File: config.mk
export PLATFORM = sky130hd
export DESIGN_NAME = mc_datapath_hs
export DESIGN_NICKNAME = d
export VERILOG_FILES = /design/src/rtl/mc_dp_pkg.sv /design/src/rtl/mc_dp_alu.sv /design/src/rtl/mc_dp_memif.sv /design/src/rtl/mc_dp_rf.sv /design/src/rtl/mc_datapath_hs.sv
export SDC_FILE = /design/constraint.sdc
export NUM_CORES = 2
export LEC_CHECK = 0
export CELL_PAD_IN_SITES_DETAIL_PLACEMENT = 0
export CELL_PAD_IN_SITES_GLOBAL_PLACEMENT = 1
export CORE_ASPECT_RATIO = 1.5
export CORE_MARGIN = 3
export CORE_UTILIZATION = 45
export CTS_CLUSTER_DIAMETER = 200
export CTS_CLUSTER_SIZE = 8
export DETAILED_ROUTE_END_ITERATION = 6
export PLACE_DENSITY = 0.82
export SYNTH_ARGS = -nofsm -noshare
export SYNTH_HDL_FRONTEND = slang
export SYNTH_SLANG_ARGS = --single-unit
File: constraint.sdc
create_clock -name clk -period 5.5 [get_ports clk]
set_input_delay 0.825 -clock clk [delete_from_list [all_inputs] [get_ports clk]]
set_output_delay 0.825 -clock clk [all_outputs]
set_load 0.05 [all_outputs]
File: src/rtl/mc_dp_pkg.sv
// Shared constants and types for the multicycle MIPS datapath (mc_datapath_hs).
// Declarations only: no timing and no flow control of its own.
package mc_dp_pkg;

  localparam logic [3:0] ALU_ADD  = 4'd0;
  localparam logic [3:0] ALU_SUB  = 4'd1;
  localparam logic [3:0] ALU_AND  = 4'd2;
  localparam logic [3:0] ALU_OR   = 4'd3;
  localparam logic [3:0] ALU_XOR  = 4'd4;
  localparam logic [3:0] ALU_NOR  = 4'd5;
  localparam logic [3:0] ALU_SLT  = 4'd6;
  localparam logic [3:0] ALU_SLTU = 4'd7;
  localparam logic [3:0] ALU_SLL  = 4'd8;
  localparam logic [3:0] ALU_SRL  = 4'd9;
  localparam logic [3:0] ALU_SRA  = 4'd10;

  localparam logic [1:0] NPC_PC4 = 2'b00;
  localparam logic [1:0] NPC_BR  = 2'b01;
  localparam logic [1:0] NPC_J   = 2'b10;
  localparam logic [1:0] NPC_JR  = 2'b11;

  localparam logic [1:0] EXT_ZERO = 2'b00;
  localparam logic [1:0] EXT_SIGN = 2'b01;
  localparam logic [1:0] EXT_LUI  = 2'b10;

  localparam logic [1:0] D_ALU = 2'b00;
  localparam logic [1:0] D_MDR = 2'b01;
  localparam logic [1:0] D_PC  = 2'b10;

  localparam logic [1:0] R_RT   = 2'b00;
  localparam logic [1:0] R_RD   = 2'b01;
  localparam logic [1:0] R_LINK = 2'b10;

  typedef enum logic [1:0] {
    MS_IDLE = 2'd0,
    MS_REQ  = 2'd1,
    MS_DONE = 2'd2
  } mem_state_t;

  // Instruction field positions within the 32-bit IR.
  localparam int OP_HI    = 31;
  localparam int OP_LO    = 26;
  localparam int RS_LO    = 21;
  localparam int RT_LO    = 16;
  localparam int RD_LO    = 11;
  localparam int SH_HI    = 10;
  localparam int SH_LO    = 6;
  localparam int FUNCT_HI = 5;
  localparam int FUNCT_LO = 0;
  localparam int IMM_HI   = 15;
  localparam int IMM_LO   = 0;
  localparam int JT_HI    = 25;

  typedef struct packed {
    logic [5:0] op;
    logic [4:0] rs;
    logic [4:0] rt;
    logic [15:0] imm;
  } itype_t;

endpackage

File: src/rtl/mc_dp_alu.sv
// Combinational ALU for the multicycle datapath; shifts move operand b by shamt.
// Zero latency; no flow control.
module mc_dp_alu
  import mc_dp_pkg::*;
#(
  parameter int XLEN = 32,
  parameter int SHW  = $clog2(XLEN)
) (
  input  logic [3:0]      op,
  input  logic [XLEN-1:0] a,
  input  logic [XLEN-1:0] b,
  input  logic [SHW-1:0]  shamt,
  output logic [XLEN-1:0] y,
  output logic            zero
);

  always_comb begin
    y = '0;
    case (op)
      ALU_ADD:  y = a + b;
      ALU_SUB:  y = a - b;
      ALU_AND:  y = a & b;
      ALU_OR:   y = a | b;
      ALU_XOR:  y = a ^ b;
      ALU_NOR:  y = ~(a | b);
      ALU_SLT:  y = {{(XLEN-1){1'b0}}, $signed(a) < $signed(b)};
      ALU_SLTU: y = {{(XLEN-1){1'b0}}, a < b};
      ALU_SLL:  y = b << shamt;
      ALU_SRL:  y = b >> shamt;
      ALU_SRA:  y = $signed(b) >>> shamt;
      default:  y = '0;
    endcase
  end

  assign zero = (y == '0);

endmodule

File: src/rtl/mc_dp_memif.sv
// Unified memory port: IDLE->REQ->DONE handshake, registered addr/data/we, MDR capture; MC_DP_MISALIGN_EN adds err.
// Strobe to done is 2 cycles minimum; REQ holds until ack, strobes outside IDLE and acks outside REQ are ignored.
module mc_dp_memif
  import mc_dp_pkg::*;
#(
  parameter int XLEN = 32
) (
  input  logic            clk,
  input  logic            rst,
  input  logic            rd,
  input  logic            wr,
  input  logic            src,
  input  logic [XLEN-1:0] pc,
  input  logic [XLEN-1:0] alu_out,
  input  logic [XLEN-1:0] store,
  input  logic            ack,
  input  logic [XLEN-1:0] rdata,
  output logic            req,
  output logic            we,
  output logic [XLEN-1:0] addr,
  output logic [XLEN-1:0] wdata,
  output logic            busy,
  output logic            done,
`ifdef MC_DP_MISALIGN_EN
  output logic            err,
`endif
  output logic [XLEN-1:0] mdr
);

  mem_state_t      state;
  logic [XLEN-1:0] addr_sel;
  logic            start;
  logic            skip;

  assign addr_sel = src ? alu_out : pc;
  assign start    = (state == MS_IDLE) && (rd || wr);

`ifdef MC_DP_MISALIGN_EN
  assign skip = (addr_sel[1:0] != 2'b00);

  always_ff @(posedge clk) begin
    if (rst) err <= 1'b0;
    else     err <= start && skip;
  end
`else
  assign skip = 1'b0;
`endif

  always_ff @(posedge clk) begin
    if (rst) begin
      state <= MS_IDLE;
      req   <= 1'b0;
      we    <= 1'b0;
      addr  <= '0;
      wdata <= '0;
      busy  <= 1'b0;
      done  <= 1'b0;
      mdr   <= '0;
    end else begin
      done <= 1'b0;
      case (state)
        MS_IDLE: begin
          if (start) begin
            addr  <= addr_sel;
            wdata <= store;
            we    <= wr;   // write wins when both strobes arrive together
            busy  <= 1'b1;
            if (skip) begin
              state <= MS_DONE;
              done  <= 1'b1;
            end else begin
              state <= MS_REQ;
              req   <= 1'b1;
            end
          end
        end
        MS_REQ: begin
          if (ack) begin
            req   <= 1'b0;
            done  <= 1'b1;
            state <= MS_DONE;
            if (!we) mdr <= rdata;
          end
        end
        MS_DONE: begin
          busy  <= 1'b0;
          state <= MS_IDLE;
        end
        default: begin
          req   <= 1'b0;
          busy  <= 1'b0;
          state <= MS_IDLE;
        end
      endcase
    end
  end

endmodule

File: src/rtl/mc_dp_rf.sv
// Register file: two asynchronous read ports, one synchronous write port, r0 hardwired to 0.
// Write lands at the clock edge; a same-cycle read of the written entry sees the old value.
module mc_dp_rf #(
  parameter int XLEN = 32,
  parameter int NREG = 32,
  parameter int AW   = $clog2(NREG)
) (
  input  logic            clk,
  input  logic            rst,
  input  logic            we,
  input  logic [AW-1:0]   waddr,
  input  logic [XLEN-1:0] wdata,
  input  logic [AW-1:0]   raddr1,
  input  logic [AW-1:0]   raddr2,
  output logic [XLEN-1:0] rdata1,
  output logic [XLEN-1:0] rdata2
);

  logic [XLEN-1:0] regs [NREG];

  always_ff @(posedge clk) begin
    if (rst) begin
      for (int i = 0; i < NREG; i++) regs[i] <= '0;
    end else if (we && (waddr != '0)) begin
      regs[waddr] <= wdata;
    end
  end

  assign rdata1 = (raddr1 == '0) ? '0 : regs[raddr1];
  assign rdata2 = (raddr2 == '0) ? '0 : regs[raddr2];

endmodule

File: src/rtl/mc_datapath_hs.sv
// Multicycle MIPS datapath (PC/NPC/IR/RF/EXT/ALU) with a req/ack memory port; MC_DP_MISALIGN_EN adds mem_err.
// A/B/ALUOut are one-cycle stages; memory accesses stall the external controller until mem_done.
module mc_datapath_hs
  import mc_dp_pkg::*;
#(
  parameter int          XLEN     = 32,
  parameter int          NREG     = 32,
  parameter logic [31:0] PC_RESET = 32'h0000_3000
) (
  input  logic            clk,
  input  logic            rst,
  input  logic            pc_wr,
  input  logic            ir_wr,
  input  logic            rf_wr,
  input  logic [1:0]      npc_op,
  input  logic [3:0]      alu_op,
  input  logic [1:0]      ext_op,
  input  logic            b_sel,
  input  logic [1:0]      d_sel,
  input  logic [1:0]      r_sel,
  input  logic            mem_rd,
  input  logic            mem_wr,
  input  logic            mem_src,
  output logic            mem_req_o,
  output logic            mem_we_o,
  output logic [XLEN-1:0] mem_addr_o,
  output logic [XLEN-1:0] mem_wdata_o,
  input  logic            mem_ack_i,
  input  logic [XLEN-1:0] mem_rdata_i,
  output logic            mem_busy,
  output logic            mem_done,
`ifdef MC_DP_MISALIGN_EN
  output logic            mem_err,
`endif
  output logic [5:0]      op,
  output logic [5:0]      funct,
  output logic            zero,
  output logic [XLEN-1:0] pc_o
);

  localparam int AW  = $clog2(NREG);
  localparam int SHW = $clog2(XLEN);

  logic [XLEN-1:0] pc_q, a_q, b_q, alu_out_q;
  logic [31:0]     ir_q;
  logic [XLEN-1:0] mdr;
  logic [XLEN-1:0] npc, pc_plus4, imm_ext, br_off;
  logic [XLEN-1:0] alu_b, alu_y;
  logic [XLEN-1:0] rf_rd1, rf_rd2, rf_wdata;
  logic [AW-1:0]   rf_waddr;
  logic [15:0]     imm16;

  assign imm16 = ir_q[IMM_HI:IMM_LO];
  assign op    = ir_q[OP_HI:OP_LO];
  assign funct = ir_q[FUNCT_HI:FUNCT_LO];
  assign pc_o  = pc_q;

  always_comb begin
    imm_ext = XLEN'(imm16);
    case (ext_op)
      EXT_SIGN: imm_ext = XLEN'($signed(imm16));
      EXT_LUI:  imm_ext = XLEN'($signed({imm16, 16'h0000}));
      default:  imm_ext = XLEN'(imm16);
    endcase
  end

  // Branch offsets count from the instruction after the branch.
  assign pc_plus4 = pc_q + XLEN'(4);
  assign br_off   = XLEN'($signed({imm16, 2'b00}));

  always_comb begin
    npc = pc_plus4;
    case (npc_op)
      NPC_BR:  npc = pc_plus4 + br_off;
      NPC_J:   npc = {pc_q[XLEN-1:28], ir_q[JT_HI:0], 2'b00};
      NPC_JR:  npc = a_q;
      default: npc = pc_plus4;
    endcase
  end

  always_comb begin
    rf_waddr = ir_q[RT_LO +: AW];
    case (r_sel)
      R_RD:    rf_waddr = ir_q[RD_LO +: AW];
      R_LINK:  rf_waddr = AW'(NREG - 1);
      default: rf_waddr = ir_q[RT_LO +: AW];
    endcase
  end

  always_comb begin
    rf_wdata = alu_out_q;
    case (d_sel)
      D_MDR:   rf_wdata = mdr;
      D_PC:    rf_wdata = pc_q;
      default: rf_wdata = alu_out_q;
    endcase
  end

  assign alu_b = b_sel ? imm_ext : b_q;

  mc_dp_rf #(
    .XLEN (XLEN),
    .NREG (NREG)
  ) u_rf (
    .clk    (clk),
    .rst    (rst),
    .we     (rf_wr),
    .waddr  (rf_waddr),
    .wdata  (rf_wdata),
    .raddr1 (ir_q[RS_LO +: AW]),
    .raddr2 (ir_q[RT_LO +: AW]),
    .rdata1 (rf_rd1),
    .rdata2 (rf_rd2)
  );

  mc_dp_alu #(
    .XLEN (XLEN)
  ) u_alu (
    .op    (alu_op),
    .a     (a_q),
    .b     (alu_b),
    .shamt (SHW'(ir_q[SH_HI:SH_LO])),
    .y     (alu_y),
    .zero  (zero)
  );

  mc_dp_memif #(
    .XLEN (XLEN)
  ) u_memif (
    .clk     (clk),
    .rst     (rst),
    .rd      (mem_rd),
    .wr      (mem_wr),
    .src     (mem_src),
    .pc      (pc_q),
    .alu_out (alu_out_q),
    .store   (b_q),
    .ack     (mem_ack_i),
    .rdata   (mem_rdata_i),
    .req     (mem_req_o),
    .we      (mem_we_o),
    .addr    (mem_addr_o),
    .wdata   (mem_wdata_o),
    .busy    (mem_busy),
    .done    (mem_done),
`ifdef MC_DP_MISALIGN_EN
    .err     (mem_err),
`endif
    .mdr     (mdr)
  );

  always_ff @(posedge clk) begin
    if (rst) begin
      pc_q      <= XLEN'(PC_RESET);
      ir_q      <= '0;
      a_q       <= '0;
      b_q       <= '0;
      alu_out_q <= '0;
    end else begin
      if (pc_wr) pc_q <= npc;
      if (ir_wr) ir_q <= mdr[31:0];
      a_q       <= rf_rd1;
      b_q       <= rf_rd2;
      alu_out_q <= alu_y;
    end
  end

endmodule

==> out/qor_table.md <==
| Quantity | This run |
|---|---|
| Hold Worst Slack | 453 ps |
| Final hold vios | 0 |
| Initial drt markers | 8543 |
| Routed wl met3 | 33.9 mm |
| Site row count | 182 |
| Sequential Power Share | 44.7% |
| Floorplan core area | 164000 sq um |
| Switching power | 6.79 mW |
| Max rail drop VDD | 0.265 mV |
| Area added between synthesis and finish | 24.0% |
| Inserted Clock Buffers | 178 |
| Number of failing setup endpoints in the final timing report | 2 |
| Final total power | 24.9 mW |
| Final Critical Period | 6440 ps |
| Ratio of routed vias to standard cells | 6.63 |
| Fraction of registers with async set/reset | 0% |
| H-tree Lvls | 4 |
| Cell at the root of the clock tree | sky130_fd_sc_hd__clkbuf_16 |
| Worst Tran Pin Value | 1550 ps |
| Unique masters post-synth | 96 |
| Top metal layer carrying routed signals | met5 |
| HPWL after detailed placement | 254 mm |
| Num Clock Sinks | 1286 |
| Worst setup EP type | primary output |
| Count of antenna-violating nets left after detailed routing | 0 |
| Post-Syn Instances | 6613 |
| Horizontal extent of the die | 338 um |
| Number of antenna violations at the first check in global routing | 33 |
| Max-slew headroom | -3.75% |
| Proportion of synthesized chip area in sequential cells | 48.3% |
| Final period utilization | 117% |
| Biggest register | u_rf.regs |
| Critical path required time | 4680 ps |
| Tightest Hold Check Type | reg2reg |
| Violated checks | max-capacitance violations, max-slew violations, negative setup slack |
| Number of nets in the finished design | 7669 |
| Largest net degree at the start of global routing | 128 |
| Clock transition time at the flip-flop clock pins of the worst setup and hold paths | 50 ps |
| Avg Synthesized Cell Area | 11.3 sq um |
| TritonCTS clock tree | done |
| Crit path kind | in2out |
| Routed wire per std cell | 36.2 um |
| Wire length of the first global-routing pass | 493 mm |
| Count of cells along the worst register-to-register path | 41 |
| Data arrival time at the worst-slack endpoint | 5610 ps |
| Worst stage delay on the critical path | 490 ps |
| Power density over the cells | 269 nW/um^2 |
| Max Fclk | 155 MHz |
| Unrepaired setup endpoints after global routing | yes |
| IO Pins | 167 |
| Run status | complete, but fails checks |
| Number of warnings printed during yosys synthesis | 0 |
| Most common library cell in the layout ignoring fill and taps | sky130_fd_sc_hd__nor2_1 |
| Top flip-flop cell by instance count after synthesis | sky130_fd_sc_hd__edfxtp_1 |
| Total global-route track usage | 40.8% |
| Total via count after detailed routing | 64829 |
| Combinational share of power | 14.1% |
| Internal power | 18.1 mW |
| Setup slack of the critical path after layout | -936 ps |
| Switching portion of total power | 27.3% |
| Number of storage elements in the synthesis netlist | 1286 |
| Total die area | 171000 sq um |
| Max-capacitance violation count | 1 |
| Die outline height | 504 um |
| Commonest cells after routing, fill and taps aside | sky130_fd_sc_hd__nor2_1 (1400), sky130_fd_sc_hd__edfxtp_1 (1024), sky130_fd_sc_hd__buf_4 (1004) |
| Detail Route met2 WL | 172 mm |
| Total length of routed wires | 354 mm |
| Placer Congestion | 1.07 |
| Worst hold path depth | 2 |
| Filler Cell Count | 13808 |
| Number of design rule violations left after detail routing | 0 |
| Total iterations of the first detailed-routing run | 6 |
| Initial cell density of the core | 45.4% |
| Clock latency of the later-clocked register in the worst-skew pair | 860 ps |
| Ratio of cells with drive above 1 in the final layout | 28.8% |
| CP startpoint kind | input pin |
| Maximum number of buffers from clock root to sink | 3 |
| Number of flops mapped to enable cells by yosys | 1024 |
| Via count of the first global-routing pass | 65060 |
| Hold-fix buffers at CTS | 0 |
| Post-route clock skew | 65.5 ps |
| Number of max-slew violations in the final report | 6 |
| Number of input and output port buffers inserted | 166 |
| Clock network fraction of design power | 41.2% |
| Critical path's most frequent cell | sky130_fd_sc_hd__buf_4 |
| Overall overflow remaining after global route | 0 |
| Highest fanout seen on the critical path | 7 |
| Pleak | 32.3 nW |
| M1 WL | 115 mm |
| Total standard cell area after synthesis | 74500 sq um |
| Flip-flop count of the largest register, all copies and words added | 1024 |
| Cell with the biggest individual delay on the critical path | sky130_fd_sc_hd__or4_4 |
-- path summary, 6_finish.rpt --
check                      end              start  slack, ps
max                       zero          ext_op[1]       -940
min reg2reg  u_memif.wdata[14]  u_memif.wdata[14]        450
max reg2reg      alu_out_q[30]            ir_q[0]       -530
min          u_memif.wdata[14]  u_memif.wdata[14]        450
-- kinds of logic (layout without fill, tap and decap cells) --
logic type,after synthesis,in the layout,synth area share (%)
AOI/OAI and AO/OA,1199,1199,11.1
buffers and inverters,759,1665,4.07
xor gates and xnor gates,63,63,0.741
muxes,862,862,20.5
and+or+nand+nor,2308,2308,13.0
DFF,1286,1286,48.3
other,1,52,0.00503
adders and majority gates,135,135,2.30
-- synth_stat cells (all sizes together) (124+ instances only) --
master / n / area share [%]
mux2i: 290 / 3.9
inv: 124 / 0.62
edfxtp: 1024 / 41
ha: 132 / 2.2
dfxtp: 262 / 7.0
buf: 173 / 1.1
nand2: 466 / 2.3
a21oi: 298 / 2.0
o21ai: 157 / 1.1
nor2: 1404 / 7.1
mux4: 525 / 16
clkbuf: 459 / 2.3
-- cell type report --
class	count	area (sq um)	share of cell area (%)
Antenna cell	20	50.0	0.0542
Clock buffer	234	4660	5.05
Clock inverter	16	395	0.428
Inverter	127	497	0.538
Multi-Input combinational cell	4599	36700	39.7
Sequential cell	1286	36000	39.0
Tap cell	2208	2760	2.99
Timing Repair Buffer	1288	11300	12.2
-- power groups by stage --
stage	clock network, mW	logic (mW)	registers (mW)
CTS	10.3	3.41	11.1
global placement	0	3.30	11.3
detailed placement	0	3.31	11.3
floorplan	0	1.61	11.3
finish	10.3	3.51	11.1
global route	10.7	3.63	11.1
-- critical path: cells and delay by family --
kind | cells | cell delay, ps
and+or+nand+nor | 5 | 1120
buffers and inverters | 17 | 2050
AOI/OAI and AO/OA | 6 | 1320
adders and majority gates | 1 | 290
-- stage by stage --
stage          utilization (%)  cell area [sq um]  setup WS [ps]  std cells  setup TNS, ps
3_5_place_dp              52.6              86300          -1740       9464          -3020
2_1_floorplan                -              74900          -70.3       6644          -70.3
5_1_grt                   56.3              92400          -1080       9762          -1840
4_1_cts                   56.1              92100           -863       9752          -1520
3_3_place_gp              52.6              86300          -1790       9464          -3410
6_report                  56.3              92400           -936       9778          -1580
-- metal layers --
metal / GRT usage (%) / up-vias
li1: - / 26562
met1: 44.7 / 32303
met2: 67.8 / 4595
met3: 10.1 / 1345
met4: 32.1 / 24
met5: 0 / -
-- repair_timing --
action                                  in CTS  in global routing
setup buffers                               38                  6
endpoints found under the setup margin       1                  2
resized for setup                           96                 51
pin swaps                                   33                 38
gates cloned                                 0                  0
Power figures use the tool's default switching activity.
